[config.mk]
export PLATFORM = sky130hd
export DESIGN_NAME = seq_nonrestoring_div
export DESIGN_NICKNAME = d
export VERILOG_FILES = /design/src/rtl/seq_nonrestoring_div.sv
export SDC_FILE = /design/constraint.sdc
export NUM_CORES = 1
export LEC_CHECK = 0
export ABC_CLOCK_PERIOD_IN_PS = 6310
export CAP_MARGIN = 5
export CORE_ASPECT_RATIO = 0.9
export CORE_UTILIZATION = 45
export CTS_BUF_LIST = sky130_fd_sc_hd__clkbuf_2 sky130_fd_sc_hd__clkbuf_4 sky130_fd_sc_hd__clkbuf_8
export DETAILED_ROUTE_END_ITERATION = 10
export PLACE_DENSITY = 0.71
export SYNTH_ARGS = -nofsm -noshare
export SYNTH_HDL_FRONTEND = slang
export SYNTH_SLANG_ARGS = --single-unit
[constraint.sdc]
create_clock -name clk -period 6.31 [get_ports clk]
set_input_delay 1.5775 -clock clk [delete_from_list [all_inputs] [get_ports clk]]
set_output_delay 1.5775 -clock clk [all_outputs]
set_load 0.01 [all_outputs]
[src/rtl/seq_nonrestoring_div.sv]
// Sequential non-restoring unsigned divider.
// One quotient bit is produced per clock, followed by a single remainder
// correction step. Operands arrive and results leave through valid/ready
// handshakes, with at most one division in flight at a time.
module seq_nonrestoring_div #(
    parameter int M = 32
) (
    input  logic         clk,
    input  logic         rst,
    input  logic         in_valid,
    output logic         in_ready,
    input  logic [M-1:0] x,
    input  logic [M-1:0] y,
    output logic         out_valid,
    input  logic         out_ready,
    output logic [M-1:0] q,
    output logic [M-1:0] r,
    output logic         dz
);

    localparam int CW = $clog2(M + 1);

    typedef enum logic [1:0] {
        IDLE,
        RUN,
        FIX,
        DONE
    } state_t;

    state_t        state_q, state_d;
    logic [M-1:0]  a_q, a_d;      // dividend shifting out, quotient shifting in
    logic [M-1:0]  d_q, d_d;      // divisor
    logic [M:0]    p_q, p_d;      // signed partial remainder
    logic [CW-1:0] cnt_q, cnt_d;  // steps still to perform
    logic [M-1:0]  q_q, q_d;
    logic [M-1:0]  r_q, r_d;
    logic          dz_q, dz_d;

    logic [M:0]    d_ext;
    logic [M:0]    p_shift;
    logic [M:0]    p_step;
    logic [M:0]    p_fix;

    // The divisor is zero-extended into the M+1 bit signed domain; the shift
    // drops the old top bit of P, which is harmless because the arithmetic is
    // modulo 2^(M+1) and every post-step remainder lies within [-D, D).
    assign d_ext   = {1'b0, d_q};
    assign p_shift = {p_q[M-1:0], a_q[M-1]};
    assign p_step  = p_q[M] ? (p_shift + d_ext) : (p_shift - d_ext);
    assign p_fix   = p_q[M] ? (p_q + d_ext) : p_q;

    // Next-state and datapath update for the four-state control FSM.
    always_comb begin
        // NOTE: every signal gets its hold value first so no path through the
        // case statement leaves one unassigned, which would infer a latch.
        state_d = state_q;
        a_d     = a_q;
        d_d     = d_q;
        p_d     = p_q;
        cnt_d   = cnt_q;
        q_d     = q_q;
        r_d     = r_q;
        dz_d    = dz_q;

        unique case (state_q)
            IDLE: begin
                if (in_valid) begin
                    a_d = x;
                    d_d = y;
                    if (y == '0) begin
                        q_d     = '1;
                        r_d     = x;
                        dz_d    = 1'b1;
                        state_d = DONE;
                    end else begin
                        p_d     = '0;
                        cnt_d   = CW'(M);
                        state_d = RUN;
                    end
                end
            end
            RUN: begin
                p_d   = p_step;
                a_d   = {a_q[M-2:0], ~p_step[M]};
                cnt_d = cnt_q - CW'(1);
                if (cnt_q == CW'(1)) begin
                    state_d = FIX;
                end
            end
            FIX: begin
                p_d     = p_fix;
                q_d     = a_q;
                r_d     = p_fix[M-1:0];
                dz_d    = 1'b0;
                state_d = DONE;
            end
            DONE: begin
                if (out_ready) begin
                    state_d = IDLE;
                end
            end
            default: state_d = IDLE;
        endcase
    end

    // State and datapath registers, cleared asynchronously by rst.
    always_ff @(posedge clk or posedge rst) begin
        if (rst) begin
            state_q <= IDLE;
            a_q     <= '0;
            d_q     <= '0;
            p_q     <= '0;
            cnt_q   <= '0;
            q_q     <= '0;
            r_q     <= '0;
            dz_q    <= 1'b0;
        end else begin
            // NOTE: non-blocking assignments so every register samples the
            // pre-edge values, regardless of statement order.
            state_q <= state_d;
            a_q     <= a_d;
            d_q     <= d_d;
            p_q     <= p_d;
            cnt_q   <= cnt_d;
            q_q     <= q_d;
            r_q     <= r_d;
            dz_q    <= dz_d;
        end
    end

    assign in_ready  = (state_q == IDLE);
    assign out_valid = (state_q == DONE);
    assign q         = q_q;
    assign r         = r_q;
    assign dz        = dz_q;

endmodule

==> summary.md <==
| Metric | Value |
|---|---|
| Outcome | `finished, final reports clean` |
| Pins over their slew limit | `0` |
| Number of clock sinks seen by CTS | `170` |
| Placed Area | `0.01337 mm^2` |
| Final cycle utilization of the critical path | `0.7868` |
| Design Area, Final | `0.01378 mm^2` |
| Critical Path Start Type | `flip-flop` |
| Final setup vio count | `0` |
| Clock tree from TritonCTS | `done` |
| Pin count of the biggest net entering global routing | `93` |
| Overall overflow remaining after global route | `0` |
| Layout cell share with drive strength beyond 1 | `0.07782` |
| Horizontal die dimension | `~170 um` |
| Antenna cells | `0` |
| Worst Skew | `0.01586 ns` |
| Final net count | `1580` |
| Leading post-synthesis cells by cell area | `sky130_fd_sc_hd__dfrtp_1 36%, sky130_fd_sc_hd__ha_1 7.6%, sky130_fd_sc_hd__nand2_1 5.3%, sky130_fd_sc_hd__o21ai_0 4.5%, sky130_fd_sc_hd__mux2_2 4.0%` |
| Crit-path max FO | `8` |
| Vertical die dimension | `154.9 um` |
| Flip-flop and latch count after synthesis | `170` |
| Layout-stage area growth over the synthesis result | `17.91%` |
| CORE AREA | `roughly 0.025 mm^2` |
| Overall track demand over capacity in global routing | `0.2694` |
| Commonest cells after routing, fill and taps aside | `169 x sky130_fd_sc_hd__dfrtp_1, 165 x sky130_fd_sc_hd__nand2_1, 134 x sky130_fd_sc_hd__clkdlybuf4s50_1, 106 x sky130_fd_sc_hd__o21ai_0, 97 x sky130_fd_sc_hd__nor2_1` |
| Clock network latency to the later pin of the worst-skew pair | `0.48 ns` |
| Final critical path time including I/O delays and setup | `4.965 ns` |
| Average detailed-routed wire length per instance | `19.44 um` |
| Unique cell type count in the Yosys netlist | `79` |
| Pwr Total | `8.022 mW` |
| Max-cap violations | `0` |
| WP data arrival | `approximately 5.4 ns` |
| Final ANT Viol Nets | `0` |
| Syn_area_per_cell | `8.755 um^2` |
| Total Wirelength | `~35000 um` |
| Initial DRT Pass Iterations | `5` |
| Setup tns final | `0 ns` |
| Number of buffers on the longest clock path | `2` |
| Quantity of I/O buffers inserted on ports | `134` |
| Drt drc | `0` |
| Transition time at the pin with the least slew margin | `1.051 ns` |
| Max Fclk | `between 200 and 250 MHz` |
| Clock slew at reported path FFs | `0.11 ns` |
| Most area-hungry cell type in the Yosys netlist | `sky130_fd_sc_hd__dfrtp_1` |
| Via Count | `between 10000 and 15000` |
| Worst Setup Path Type | `reg2reg` |
| Starting utilization of the core area | `0.4615` |
| Final cell count without fillers | `roughly 1800` |
| WP data required | `6.72 ns` |
| Synth async-reset ratio | `1.000` |
| Die area | `0.02662 mm^2` |
| Power per unit of standard cell area | `582.1 mW/mm^2` |
| Instance count of the mapped netlist | `between 1000 and 1500` |
| Final hold violation count | `0` |
| Area of the mapped netlist | `0.01169 mm^2` |
| Most common cell after layout, fill and taps aside | `sky130_fd_sc_hd__dfrtp_1` |
| FP Rows | `55` |
| Hold Crit Class | `reg2reg` |
| Starting DRT DRC Count | `963` |
| Leak | `about 6 nW` |
| Number of warnings printed during yosys synthesis | `0` |
| Max VDD drop | `between 0.3 and 0.4 mV` |
| Net count after synthesis | `1476` |
| Placed cells | `1762` |
| Buffer count from post-CTS setup fixing | `0` |
| RSZ-0062 raised after global routing | `false` |
| Worst setup EP type | `flip-flop` |
| Wire length of the first global-routing pass | `55500 um` |
| Detail-routed via count per cell | `5.940` |
| Hold-fix buffers at CTS | `0` |
| Relative slew margins | `0.2967` |
| Total half-perimeter wirelength after legalization and detailed placement | `about 26000 um` |
| Post-layout util | `0.5442` |
| Ports placed on the boundary | `135` |
| CTS Buf Count | `17` |
| Placer Congestion | `0.9834` |
| Fraction of post-synthesis cell area in the top cell type by area | `0.3640` |
| Via count of the first global-routing pass | `10338` |
| Post-cts gate resize count | `0` |
| Initial antenna violation count | `0` |
| Root cell of the clock tree | `sky130_fd_sc_hd__clkbuf_8` |
| Number of H-tree levels | `4` |
| Count of flip-flops with a built-in enable after synthesis | `0` |
| Sequential share of the synthesized area | `0.3640` |
| Commonest register cell after synthesis | `sky130_fd_sc_hd__dfrtp_1` |
==> kinds of logic after synthesis <==
| group | synth area share |
|---|---|
| flops | 0.3640 |
| mux | 0.07558 |
| xor+xnor | 0.05610 |
| compound gates | 0.2328 |
| fa+ha+maj | 0.07943 |
| simple gates | 0.1497 |
| buf+inv | 0.04239 |
==> state kept, by name, summed over array words and instances (netlist names) <==
register,cells
r,32
q,32
dz,1
cnt_q,6
state_q,2
a_q,32
d_q,32
p_q,33
==> cells in the mapped netlist, drive strengths merged (13+ instances only) <==
cell	instances
dfrtp	170
buf	13
o21ai	108
mux2i	41
mux2	42
a21o	28
xor2	40
o21a	13
nand3	22
a31oi	49
nor3	24
nand2	165
clkbuf	53
ha	71
xnor2	34
a22oi	32
a21oi	90
inv	63
nor2	98
==> cell type report <==
cell class	count	area (um^2)
Fill cell	2399	11540
Multi-Input combinational cell	1035	6972
Sequential cell	170	4255
Timing Repair Buffer	151	1469
Tap cell	342	427.9
Inverter	64	245.2
Clock buffer	17	234.0
Clock inverter	15	177.7
==> path summary, 6_finish.rpt <==
| kind | startpoint | endpoint | slack [ns] | depth (start not counted) |
|---|---|---|---|---|
| min | dz | dz | 0.51 | 2 |
| max reg2reg | d_q[9] | p_q[32] | 1.35 | 17 |
| max | d_q[9] | p_q[32] | 1.35 | 17 |
| min in group asynchronous | rst | d_q[0] | 1.62 | 2 |
| max in group asynchronous | rst | cnt_q[5] | 3.58 | 3 |
| min reg2reg | dz | dz | 0.51 | 2 |
==> through the flow <==
step           hold WS (ns)  setup WS (ns)
2_1_floorplan        0.4703         0.1291
3_3_place_gp         0.4872          1.054
3_5_place_dp         0.4886         0.9406
4_1_cts              0.5144          1.413
5_1_grt              0.5416         0.9471
6_report             0.5127          1.345
==> critical path, cell delays in order, from the launching register on <==
cell and delay, ns:
sky130_fd_sc_hd__dfrtp_1 0.48, sky130_fd_sc_hd__or4_4 0.53, sky130_fd_sc_hd__or3_4 0.36, sky130_fd_sc_hd__nor4b_4 0.40
sky130_fd_sc_hd__nand2_1 0.19, sky130_fd_sc_hd__nor2_1 0.12, sky130_fd_sc_hd__nor2_1 0.05, sky130_fd_sc_hd__xor2_1 0.16
sky130_fd_sc_hd__ha_1 0.40, sky130_fd_sc_hd__and3_1 0.21, sky130_fd_sc_hd__nand2_1 0.08, sky130_fd_sc_hd__o2bb2ai_1 0.08
sky130_fd_sc_hd__a2111oi_0 0.55, sky130_fd_sc_hd__o31a_1 0.31, sky130_fd_sc_hd__o31ai_2 0.13, sky130_fd_sc_hd__o22ai_1 0.22
sky130_fd_sc_hd__mux2i_1 0.42, sky130_fd_sc_hd__a221o_1 0.20
==> routing by layer <==
metal	routed length, um	vias to the layer above	track usage
met3	1903	75	0.03943
li1	-	5089	-
met4	1043	0	0.1011
met1	15590	5145	0.3624
met5	0	-	0
met2	16340	348	0.4382
==> where the power goes <==
group	switching, mW	total (mW)	internal (mW)
logic	3.04	5.17	2.13
registers	0.506	2.05	1.54
clock network	0.504	0.806	0.302
total	4.05	8.02	3.97
Power figures use the tool's default switching activity.
